--- src/rtl/cpu_ctrl_pkg.sv ---
// Shared constants for the Mini SRC control unit: opcodes, ALU codes, bus selects, states.
package cpu_ctrl_pkg;

  localparam logic [4:0] OP_ADD = 5'b00000;
  localparam logic [4:0] OP_SUB = 5'b00001;
  localparam logic [4:0] OP_AND = 5'b00010;
  localparam logic [4:0] OP_OR  = 5'b00011;
  localparam logic [4:0] OP_MUL = 5'b00101;
  localparam logic [4:0] OP_DIV = 5'b00110;

  localparam logic [3:0] ALU_ADD = 4'b0000;
  localparam logic [3:0] ALU_SUB = 4'b0001;
  localparam logic [3:0] ALU_AND = 4'b0010;
  localparam logic [3:0] ALU_OR  = 4'b0011;
  localparam logic [3:0] ALU_MUL = 4'b0101;
  localparam logic [3:0] ALU_DIV = 4'b0110;

  localparam logic [4:0] SEL_ZHI = 5'd18;
  localparam logic [4:0] SEL_ZLO = 5'd19;
  localparam logic [4:0] SEL_PC  = 5'd20;
  localparam logic [4:0] SEL_MDR = 5'd21;

  typedef logic [3:0] state_t;

  localparam state_t S_IDLE    = 4'd0;
  localparam state_t S_T0      = 4'd1;
  localparam state_t S_T1      = 4'd2;
  localparam state_t S_T2      = 4'd3;
  localparam state_t S_T3      = 4'd4;
  localparam state_t S_T4      = 4'd5;
  localparam state_t S_T5      = 4'd6;
  localparam state_t S_T6      = 4'd7;
  localparam state_t S_ILLEGAL = 4'd8;

  typedef enum logic [1:0] {
    CLS_ALU,
    CLS_MULDIV,
    CLS_ILLEGAL
  } op_class_t;

endpackage

--- src/rtl/control_sequencer_if.sv ---
// Control/status bundle between the sequencer (master) and the datapath (slave).
interface control_sequencer_if;

  logic        mem_ready;
  logic [31:0] IR;
  logic        e_PC;
  logic        e_IR;
  logic        e_Y;
  logic        e_Z;
  logic        e_HI;
  logic        e_LO;
  logic        e_MDR;
  logic        e_MAR;
  logic        e_GP;
  logic        incPC;
  logic        MDR_read;
  logic [3:0]  GP_addr;
  logic [4:0]  BusDataSelect;
  logic [3:0]  ALU_op;

  modport master (
    input  mem_ready, IR,
    output e_PC, e_IR, e_Y, e_Z, e_HI, e_LO, e_MDR, e_MAR, e_GP,
    output incPC, MDR_read, GP_addr, BusDataSelect, ALU_op
  );

  modport slave (
    output mem_ready, IR,
    input  e_PC, e_IR, e_Y, e_Z, e_HI, e_LO, e_MDR, e_MAR, e_GP,
    input  incPC, MDR_read, GP_addr, BusDataSelect, ALU_op
  );

endinterface

--- src/rtl/control_decode.sv ---
// Combinational IR decode: instruction class, ALU function and register fields.
module control_decode
  import cpu_ctrl_pkg::*;
(
  input  logic [31:0] ir,
  output op_class_t   op_class,
  output logic [3:0]  alu_op,
  output logic [3:0]  ra,
  output logic [3:0]  rb,
  output logic [3:0]  rc
);

  assign ra = ir[26:23];
  assign rb = ir[22:19];
  assign rc = ir[18:15];

  // Map opcode to class and ALU function; unknown opcodes are illegal.
  always_comb begin
    op_class = CLS_ILLEGAL;
    alu_op   = ALU_ADD;
    case (ir[31:27])
      OP_ADD: begin op_class = CLS_ALU;    alu_op = ALU_ADD; end
      OP_SUB: begin op_class = CLS_ALU;    alu_op = ALU_SUB; end
      OP_AND: begin op_class = CLS_ALU;    alu_op = ALU_AND; end
      OP_OR:  begin op_class = CLS_ALU;    alu_op = ALU_OR;  end
      OP_MUL: begin op_class = CLS_MULDIV; alu_op = ALU_MUL; end
      OP_DIV: begin op_class = CLS_MULDIV; alu_op = ALU_DIV; end
      default: begin op_class = CLS_ILLEGAL; alu_op = ALU_ADD; end
    endcase
  end

endmodule

--- src/rtl/control_sequencer.sv ---
// Hardwired Mini SRC sequencer: fetch T0-T2, execute T3-T6, Moore control decode.
module control_sequencer
  import cpu_ctrl_pkg::*;
#(
  parameter int unsigned CNT_W = 16
) (
  input  logic                clock,
  input  logic                clear,
  input  logic                run,
  control_sequencer_if.master ctrl,
  output logic                busy,
  output logic                instr_done,
  output logic                illegal_op,
  output logic [CNT_W-1:0]    instr_count
);

  state_t    state;
  state_t    state_nxt;
  op_class_t op_class;
  logic [3:0] alu_op;
  logic [3:0] ra;
  logic [3:0] rb;
  logic [3:0] rc;

  control_decode u_decode (
    .ir       (ctrl.IR),
    .op_class (op_class),
    .alu_op   (alu_op),
    .ra       (ra),
    .rb       (rb),
    .rc       (rc)
  );

  // Next-state: T1 waits for memory, execute length depends on instruction class.
  always_comb begin
    state_nxt = state;
    case (state)
      S_IDLE:    if (run) state_nxt = S_T0;
      S_T0:      state_nxt = S_T1;
      S_T1:      if (ctrl.mem_ready) state_nxt = S_T2;
      S_T2:      state_nxt = S_T3;
      S_T3:      state_nxt = (op_class == CLS_ILLEGAL) ? S_ILLEGAL : S_T4;
      S_T4:      state_nxt = S_T5;
      S_T5: begin
        if (op_class == CLS_MULDIV) state_nxt = S_T6;
        else                        state_nxt = run ? S_T0 : S_IDLE;
      end
      S_T6:      state_nxt = run ? S_T0 : S_IDLE;
      S_ILLEGAL: state_nxt = S_ILLEGAL;
      default:   state_nxt = S_IDLE;
    endcase
  end

  // State register, retire counter and sticky illegal flag.
  always_ff @(posedge clock or posedge clear) begin
    if (clear) begin
      state       <= S_IDLE;
      instr_count <= '0;
      illegal_op  <= 1'b0;
    end else begin
      state <= state_nxt;
      if (instr_done) instr_count <= instr_count + {{(CNT_W-1){1'b0}}, 1'b1};
      if (state == S_T3 && op_class == CLS_ILLEGAL) illegal_op <= 1'b1;
    end
  end

  assign busy = (state != S_IDLE) && (state != S_ILLEGAL);

  // Moore output decode from state and IR fields; everything defaults to 0.
  always_comb begin
    ctrl.e_PC          = 1'b0;
    ctrl.e_IR          = 1'b0;
    ctrl.e_Y           = 1'b0;
    ctrl.e_Z           = 1'b0;
    ctrl.e_HI          = 1'b0;
    ctrl.e_LO          = 1'b0;
    ctrl.e_MDR         = 1'b0;
    ctrl.e_MAR         = 1'b0;
    ctrl.e_GP          = 1'b0;
    ctrl.incPC         = 1'b0;
    ctrl.MDR_read      = 1'b0;
    ctrl.GP_addr       = 4'd0;
    ctrl.BusDataSelect = 5'd0;
    ctrl.ALU_op        = 4'd0;
    instr_done         = 1'b0;
    case (state)
      S_T0: begin
        ctrl.BusDataSelect = SEL_PC;
        ctrl.e_MAR         = 1'b1;
        ctrl.incPC         = 1'b1;
        ctrl.e_Z           = 1'b1;
      end
      S_T1: begin
        ctrl.BusDataSelect = SEL_ZLO;
        ctrl.e_PC          = 1'b1;
        ctrl.MDR_read      = 1'b1;
        ctrl.e_MDR         = 1'b1;
      end
      S_T2: begin
        ctrl.BusDataSelect = SEL_MDR;
        ctrl.e_IR          = 1'b1;
      end
      S_T3: begin
        if (op_class == CLS_ALU) begin
          ctrl.BusDataSelect = {1'b0, rb};
          ctrl.e_Y           = 1'b1;
        end else if (op_class == CLS_MULDIV) begin
          ctrl.BusDataSelect = {1'b0, ra};
          ctrl.e_Y           = 1'b1;
        end
      end
      S_T4: begin
        ctrl.ALU_op = alu_op;
        ctrl.e_Z    = 1'b1;
        ctrl.BusDataSelect = (op_class == CLS_MULDIV) ? {1'b0, rb} : {1'b0, rc};
      end
      S_T5: begin
        ctrl.BusDataSelect = SEL_ZLO;
        if (op_class == CLS_MULDIV) begin
          ctrl.e_LO = 1'b1;
        end else begin
          ctrl.e_GP    = 1'b1;
          ctrl.GP_addr = ra;
          instr_done   = 1'b1;
        end
      end
      S_T6: begin
        ctrl.BusDataSelect = SEL_ZHI;
        ctrl.e_HI          = 1'b1;
        instr_done         = 1'b1;
      end
      default: ;
    endcase
  end

endmodule

--- src/flat_wrapper.sv ---
// flat-port wrapper written by rule: the top's interface ports become plain ports
module control_sequencer_flat import cpu_ctrl_pkg::*;
#(
  parameter int unsigned CNT_W = 16
)
  (clock, clear, run, busy, instr_done, illegal_op, instr_count, ctrl_mem_ready, ctrl_IR, ctrl_e_PC, ctrl_e_IR, ctrl_e_Y, ctrl_e_Z, ctrl_e_HI, ctrl_e_LO, ctrl_e_MDR, ctrl_e_MAR, ctrl_e_GP, ctrl_incPC, ctrl_MDR_read, ctrl_GP_addr, ctrl_BusDataSelect, ctrl_ALU_op);
  control_sequencer_if ctrl_i ();
  input  logic clock;
  input  logic clear;
  input  logic run;
  output logic busy;
  output logic instr_done;
  output logic illegal_op;
  output logic [CNT_W-1:0] instr_count;
  input wire logic [$bits(ctrl_i.mem_ready)-1:0] ctrl_mem_ready;
  input wire logic [$bits(ctrl_i.IR)-1:0] ctrl_IR;
  output wire logic [$bits(ctrl_i.e_PC)-1:0] ctrl_e_PC;
  output wire logic [$bits(ctrl_i.e_IR)-1:0] ctrl_e_IR;
  output wire logic [$bits(ctrl_i.e_Y)-1:0] ctrl_e_Y;
  output wire logic [$bits(ctrl_i.e_Z)-1:0] ctrl_e_Z;
  output wire logic [$bits(ctrl_i.e_HI)-1:0] ctrl_e_HI;
  output wire logic [$bits(ctrl_i.e_LO)-1:0] ctrl_e_LO;
  output wire logic [$bits(ctrl_i.e_MDR)-1:0] ctrl_e_MDR;
  output wire logic [$bits(ctrl_i.e_MAR)-1:0] ctrl_e_MAR;
  output wire logic [$bits(ctrl_i.e_GP)-1:0] ctrl_e_GP;
  output wire logic [$bits(ctrl_i.incPC)-1:0] ctrl_incPC;
  output wire logic [$bits(ctrl_i.MDR_read)-1:0] ctrl_MDR_read;
  output wire logic [$bits(ctrl_i.GP_addr)-1:0] ctrl_GP_addr;
  output wire logic [$bits(ctrl_i.BusDataSelect)-1:0] ctrl_BusDataSelect;
  output wire logic [$bits(ctrl_i.ALU_op)-1:0] ctrl_ALU_op;
  assign ctrl_i.mem_ready = ctrl_mem_ready;
  assign ctrl_i.IR = ctrl_IR;
  assign ctrl_e_PC = ctrl_i.e_PC;
  assign ctrl_e_IR = ctrl_i.e_IR;
  assign ctrl_e_Y = ctrl_i.e_Y;
  assign ctrl_e_Z = ctrl_i.e_Z;
  assign ctrl_e_HI = ctrl_i.e_HI;
  assign ctrl_e_LO = ctrl_i.e_LO;
  assign ctrl_e_MDR = ctrl_i.e_MDR;
  assign ctrl_e_MAR = ctrl_i.e_MAR;
  assign ctrl_e_GP = ctrl_i.e_GP;
  assign ctrl_incPC = ctrl_i.incPC;
  assign ctrl_MDR_read = ctrl_i.MDR_read;
  assign ctrl_GP_addr = ctrl_i.GP_addr;
  assign ctrl_BusDataSelect = ctrl_i.BusDataSelect;
  assign ctrl_ALU_op = ctrl_i.ALU_op;
  control_sequencer #(.CNT_W(CNT_W)) u_core (.clock(clock), .clear(clear), .run(run), .ctrl(ctrl_i), .busy(busy), .instr_done(instr_done), .illegal_op(illegal_op), .instr_count(instr_count));
endmodule
--- config.mk ---
export PLATFORM = sky130hd
export DESIGN_NAME = control_sequencer_flat
export DESIGN_NICKNAME = d
export VERILOG_FILES = /design/src/rtl/cpu_ctrl_pkg.sv /design/src/rtl/control_sequencer_if.sv /design/src/rtl/control_decode.sv /design/src/rtl/control_sequencer.sv /design/src/flat_wrapper.sv
export SDC_FILE = /design/constraint.sdc
export NUM_CORES = 1
export LEC_CHECK = 0
export CORE_UTILIZATION = 38
export DETAILED_ROUTE_END_ITERATION = 10
export GPL_TIMING_DRIVEN = 0
export HOLD_SLACK_MARGIN = 0.1
export PLACE_DENSITY = 0.8
export SYNTH_ARGS = -nofsm -noshare
export SYNTH_HDL_FRONTEND = slang
export SYNTH_SLANG_ARGS = --single-unit
--- constraint.sdc ---
create_clock -name clock -period 1.9 [get_ports clock]
set_input_delay 0.38 -clock clock [delete_from_list [all_inputs] [get_ports clock]]
set_output_delay 0.38 -clock clock [all_outputs]
set_load 0.05 [all_outputs]
After elaboration in Yosys (flattened, before gate mapping)
Cells that the tools add are included.
W data, S select, Z words.
Word-level totals
  flip-flop bits (word level): 21
  bits of input ports: 36
  output and inout port bits: 43
  logic and storage cells: 60
Cells by class
  $add $sub $neg: 1
  eq/ne operators: 18
  muxes and demuxes: 27
  reductions and logical operators: 11
Operator list (number)
  $pmux W4 S9: 1
  $mux W4: 8
  $pmux W5 S6: 1
  $add A16 B1 Y16 const B: 1
  $eq A4 B3 Y1 const B: 4
  $pmux W3 S5: 1
  $mux W1: 12
  $eq A5 B2 Y1 const B: 2
  $eq A5 B3 Y1 const B: 2
  $eq A4 B2 Y1 const B: 2
  $reduce_or A2 Y1: 3
  $eq A5 B1 Y1 const B: 1
  $logic_not A5 Y1: 1
  $mux W5: 1
  $eq A4 B1 Y1 const B: 1
  $eq A4 B4 Y1 const B: 1
  $logic_not A4 Y1: 1
  $ne A2 B2 Y1 const B: 2
  $ne A4 B4 Y1 const B: 1
  $pmux W2 S2: 1
  $reduce_bool A4 Y1: 1
  $reduce_or A4 Y1: 1
  $mux W3: 1
  $eq A2 B1 Y1 const B: 1
  5 further kinds: 6

Logic depth before layout (Yosys ltp)
  depth after elaboration: 7
  mapped depth: 6
  depth with buffers taken out: 4

By module
A second synthesis with hierarchy kept.
Second synthesis, totals
  cells, all modules: 172
  area total of the unflattened synthesis: 1566.5 µm²
By module, submodules not included
  control_sequencer: times used 1, cells each 148, area each 1408.9 µm², seq. area each 525.5 µm²
  control_decode: times used 1, cells each 24, area each 157.7 µm², seq. area each 0.0 µm²

Worst setup path after synthesis
Ideal clock, no wire load.
  kind: register to output
  from: register u_core.state[1]
  to: output ctrl_GP_addr[0]
  arrival: 2.623 ns
  required time: 1.520 ns
  setup slack: -1.103 ns
  cell stages (with the launch flop): 5
  buffers on the path: 1
  path through: dfrtp_1 -> buf_1 -> nand3_1 -> nor3_1 -> and2_1
On the way
  longest elaborated chain between the ends: 2
RTL lines
  start, declared: RTL line control_sequencer.sv:17  | state_t state;
  start signal, assigned: RTL line control_sequencer.sv:61  | state <= state_nxt;
  $eq A4 B3 Y1: RTL line control_sequencer.sv:86  | case (state)
  $mux W4: RTL line control_sequencer.sv:86
  end, declared: RTL line flat_wrapper.sv:28  | output wire logic [$bits(ctrl_i.GP_addr)-1:0] ctrl_GP_addr;
Every way passes these cells.

Worst setup path after layout
  from: register u_core.state[2]
  to: output ctrl_BusDataSelect[0]
On the way
  longest elaborated chain between the ends: 3
  elaborated cells between the ends (all ways): 9
  those cells by class: eq/ne (7); mux (1); reduce/logical (1)
RTL lines
  $eq A4 B2 Y1 or $eq A4 B3 Y1 (tied branches): RTL line control_sequencer.sv:86
  $reduce_or A2 Y1 (no source line)
  $pmux W5 S6 (*): RTL line control_sequencer.sv:86
  end, declared: RTL line flat_wrapper.sv:29  | output wire logic [$bits(ctrl_i.BusDataSelect)-1:0] ctrl_BusDataSelect;
Mark *: on every way between the ends. The rest lies on a longest branch, timed or not.

==> impl_metrics.prom <==
# TYPE chip_impl_metric gauge
chip_impl_info{name="tritoncts_clock_tree",value="done"} 1
chip_impl_metric{name="start_util",unit="%"} 40.84
chip_impl_info{name="synth-main-ff-cell",value="dfrtp_1"} 1
chip_impl_info{name="crit_path_start_kind",value="flop"} 1
chip_impl_metric{name="worst-endpoint-arrival",unit="ns"} 1.81
chip_impl_metric{name="antenna_violations_before_repair",unit=""} 0
chip_impl_metric{name="async_reset_ff_share",unit="%"} 100.0
chip_impl_metric{name="critPathMaxFanout",unit=""} 4
chip_impl_metric{name="finish.net_count",unit=""} 284
chip_impl_metric{name="r2r_setup_slack",unit="ns"} 0.04
chip_impl_metric{name="clk_latency",unit="ns"} 0.31
chip_impl_metric{name="clock.fmax",unit="MHz"} 457.0
chip_impl_metric{name="totalWireLength",unit="mm"} 4.787
chip_impl_metric{name="finalWeightedCongestion",unit=""} 0.8236
chip_impl_metric{name="synth-warning-count",unit=""} 0
chip_impl_metric{name="numCtsBuffers",unit=""} 3
chip_impl_metric{name="drt_drc_violations_left",unit=""} 0
chip_impl_metric{name="final_layout_size_suffix_gt1_share",unit="%"} 47.56
chip_impl_metric{name="dpl.hpwl",unit="mm"} 2.730
chip_impl_metric{name="wire_length_of_the_first_global_routing_pass",unit="mm"} 7.486
chip_impl_info{name="type_of_the_worst_min_delay_path",value="reg2reg"} 1
chip_impl_metric{name="seqCellArea",unit="µm²"} 529.3
chip_impl_metric{name="r2r_cell_count",unit=""} 5
chip_impl_metric{name="worst_hold_slack",unit="ns"} 0.4746
chip_impl_metric{name="worst_slack",unit="ns"} -0.2880
chip_impl_info{name="critical_path.startpoint",value="u_core.state[2]"} 1
chip_impl_metric{name="layout.core_utilization",unit="%"} 77.58
chip_impl_metric{name="die_area",unit="µm²"} 3918
chip_impl_metric{name="grt_max_degree",unit=""} 22
chip_impl_metric{name="setup_violations",unit=""} 22
chip_impl_metric{name="finClkSkew",unit="ns"} 0.007833
chip_impl_metric{name="grt.overflow.total",unit=""} 0
chip_impl_metric{name="num_vias",unit=""} 1571
chip_impl_metric{name="core-area",unit="µm²"} 3416
chip_impl_metric{name="n_diodes",unit=""} 0
chip_impl_metric{name="netlist_area",unit="µm²"} 1395
chip_impl_metric{name="ctsHoldBuffers",unit=""} 0
chip_impl_metric{name="final.period_utilization",unit="%"} 115.2
chip_impl_metric{name="max_cap_viol_count",unit=""} 0
chip_impl_metric{name="postRouteAntennaNets",unit=""} 0
chip_impl_metric{name="synth_edf_count",unit=""} 0
chip_impl_metric{name="clock_edge_transition_at_the_registers_on_the_reported_setup_and_hold_paths",unit="ns"} 0.12
chip_impl_metric{name="fin_total_pwr",unit="mW"} 3.752
chip_impl_metric{name="boundaryPins",unit=""} 79
chip_impl_info{name="endpoint_kind",value="output pin"} 1
chip_impl_metric{name="drt_iter0_drc",unit=""} 86
chip_impl_info{name="clock_tree.root_cell",value="clkbuf_4"} 1
chip_impl_metric{name="setup-tns-final",unit="ns"} -3.659
chip_impl_info{name="run_status",value="finished with violations"} 1
chip_impl_metric{name="finalWorstPathRequiredPeriod",unit="ns"} 2.188
chip_impl_info{name="rsz0062_at_grt",value="true"} 1
chip_impl_metric{name="finished_layout_cells",unit=""} 292
chip_impl_metric{name="drt-vias-per-instance",unit=""} 5.380
chip_impl_metric{name="share_clk_of_total_power",unit="%"} 5.9
chip_impl_metric{name="synth.ff_latch_count",unit=""} 21
chip_impl_metric{name="dieWidth",unit="µm"} 62.59
chip_impl_metric{name="cp_slowest_stage_delay",unit="ns"} 0.45
chip_impl_metric{name="design_area",unit="µm²"} 2650
chip_impl_metric{name="floorplan.die.height",unit="µm"} 62.59
chip_impl_metric{name="post_synth_inst_count",unit=""} 155
chip_impl_metric{name="detail_route.wl_per_cell",unit="µm"} 16.39
chip_impl_metric{name="fp-row-count",unit=""} 21
chip_impl_info{name="critical_path.endpoint",value="ctrl_BusDataSelect[0]"} 1
chip_impl_metric{name="worstMarginPinSlew",unit="ns"} 0.7931
chip_impl_metric{name="vdd_drop_max",unit="mV"} 1.241
chip_impl_metric{name="port_buffers",unit=""} 62
chip_impl_metric{name="clock_tree.htree_level_count",unit=""} 1
chip_impl_metric{name="timing.final.max_slew_violations",unit=""} 0
chip_impl_metric{name="multiInputGateArea",unit="µm²"} 1031
chip_impl_metric{name="timing_hold_violations_final",unit=""} 0
chip_impl_metric{name="power_internal",unit="mW"} 1.804
chip_impl_metric{name="detailed_place.area",unit="µm²"} 2201
chip_impl_info{name="regToRegEndpoint",value="u_core.instr_count[12]"} 1
chip_impl_metric{name="power_density_over_cell_area",unit="nW/µm²"} 1416
chip_impl_metric{name="timing.max_slew.rel_slack",unit="%"} 47.07
chip_impl_metric{name="gr-usage-all-layers",unit="%"} 23.90
chip_impl_info{name="slowest_stage",value="dfrtp_2"} 1
chip_impl_metric{name="sequentialPowerShare",unit="%"} 17.4
chip_impl_metric{name="first_global_vias",unit=""} 1495
chip_impl_metric{name="total_switching_power",unit="mW"} 1.948
chip_impl_info{name="failing_checks",value="setup timing"} 1
chip_impl_info{name="crit_type",value="reg2out"} 1
chip_impl_metric{name="cts.path.max_buffers",unit=""} 2
chip_impl_metric{name="post-place-ws",unit="ns"} -1.364
chip_impl_metric{name="numClockSinks",unit=""} 21
chip_impl_info{name="rr_startpoint",value="u_core.state[0]"} 1
chip_impl_metric{name="synthesis.area_per_instance",unit="µm²"} 9.001
chip_impl_metric{name="post_synth_num_cell_types",unit=""} 44
chip_impl_metric{name="comb_power_share",unit="%"} 76.7
chip_impl_metric{name="drt_first_pass_iters",unit=""} 4
chip_impl_metric{name="areaGrowthSynthToFinish",unit="%"} 89.96
chip_impl_metric{name="synth_seq_area_share",unit="%"} 37.67
chip_impl_metric{name="fillCellCount",unit=""} 210
chip_impl_metric{name="postSynthNetCount",unit=""} 192
chip_impl_info{name="cp_cell_sequence",value="nor4b_4, buf_4, a22oi_2, nor2_1, a311o_2, buf_8"} 1
chip_impl_metric{name="crit_required",unit="ns"} 1.52
chip_impl_metric{name="placed_cells_incl_taps",unit=""} 263
chip_impl_metric{name="power_switching_share",unit="%"} 51.91
chip_impl_metric{name="leakage_power_summed_over_all_cells",unit="nW"} 1.251
==> power groups by stage <==
| stage | Combinational, mW | Clock [mW] | Sequential, mW |
|---|---|---|---|
| final | 2.88 | 0.220 | 0.655 |
| after global routing | 2.97 | 0.250 | 0.664 |
| after CTS | 2.54 | 0.223 | 0.649 |
| after detailed placement | 2.19 | 0 | 0.623 |
| after global placement | 2.17 | 0 | 0.626 |
| after floorplan | 1.47 | 0 | 0.747 |
==> worst min-delay path by stage <==
| stage | from | end | depth (start not counted) |
|---|---|---|---|
| 2_1_floorplan | clear | u_core.illegal_op | 1 |
| 3_3_place_gp | u_core.instr_count[15] | u_core.instr_count[15] | 1 |
| 3_5_place_dp | u_core.instr_count[15] | u_core.instr_count[15] | 1 |
| 4_1_cts | u_core.instr_count[15] | u_core.instr_count[15] | 1 |
| 5_1_grt | u_core.instr_count[15] | u_core.instr_count[15] | 1 |
| 6_report | u_core.instr_count[15] | u_core.instr_count[15] | 1 |
==> cell type report <==
| class | instances | area share, % |
|---|---|---|
| Buffer | 8 | 3.636 |
| Clock buffer | 3 | 0.8499 |
| Clock inverter | 1 | 0.1889 |
| Inverter | 5 | 0.9915 |
| Multi-Input combinational cell | 119 | 38.90 |
| Sequential cell | 21 | 19.97 |
| Tap cell | 46 | 2.172 |
| Timing Repair Buffer | 89 | 33.29 |
==> state kept, by name, summed over array words and instances (netlist names) <==
register	flops
u_core.instr_count	16
u_core.state	4
u_core.illegal_op	1
==> repair_timing <==
action | 4_1_cts | 5_1_grt
resized for setup | 242 | 26
pin swaps | 19 | 9
endpoints found under the setup margin | 39 | 34
gates cloned | 1 | 0
buffers inserted | 19 | 8
==> routing by layer <==
| layer | routed length (µm) | GRT usage (%) |
|---|---|---|
| met1 | 2087 | 30.17 |
| met2 | 2437 | 42.93 |
| met4 | 29 | 4.070 |
| met5 | 0 | 0 |
| met3 | 232 | 4.015 |
==> cells by family after synthesis <==
group	Yosys count	share of synthesized area, %
fa+ha+maj	1	0.8967
flops	21	37.67
buf+inv	15	5.292
mux	4	3.228
other cells	1	0.2688
simple gates	70	26.46
xor+xnor	18	11.84
compound gates	25	14.35
==> cells in the final DEF (no fill, tap or decap), drive strengths merged, types with 2 or more instances in the layout <==
cell type / Yosys / final
buf: 8 / 60
dfrtp: 21 / 21
clkdlybuf4s50: 0 / 15
nor2: 15 / 15
dlygate4sd2: 0 / 14
nand2: 13 / 13
xor2: 12 / 12
nor3: 10 / 10
nand3: 9 / 9
clkbuf: 2 / 7
nand4: 6 / 6
xnor2: 6 / 6
and2: 6 / 6
inv: 5 / 5
a22oi: 4 / 4
dlymetal6s2s: 0 / 3
mux2i: 3 / 3
a21oi: 3 / 3
and3: 3 / 3
a31oi: 2 / 2
o21ai: 2 / 2
o211ai: 2 / 2
o22ai: 2 / 2
==> synthesized netlist by cell type, types with 3 or more instances <==
cell	count	area share [%]
buf_4	4	2.2
dfrtp_1	21	38
and2_1	6	2.7
a22oi_1	4	2.2
nor3_1	10	3.6
nand2_1	13	3.5
nand3_1	9	3.2
a21oi_1	3	1.1
inv_1	5	1.3
and3_1	3	1.3
xnor2_1	5	3.1
xor2_1	12	7.5
nand4_1	6	2.7
nor2_1	15	4.0
mux2i_1	3	2.2
==> critical path, delay by kind of cell, from the launching register on <==
family	cells	cell delay (ns)
AO/OA/AOI/OAI	2	0.54
flip-flops	1	0.45
buffers and inverters	2	0.32
AND/OR/NAND/NOR	2	0.21
(Power assumes the default switching activity.)
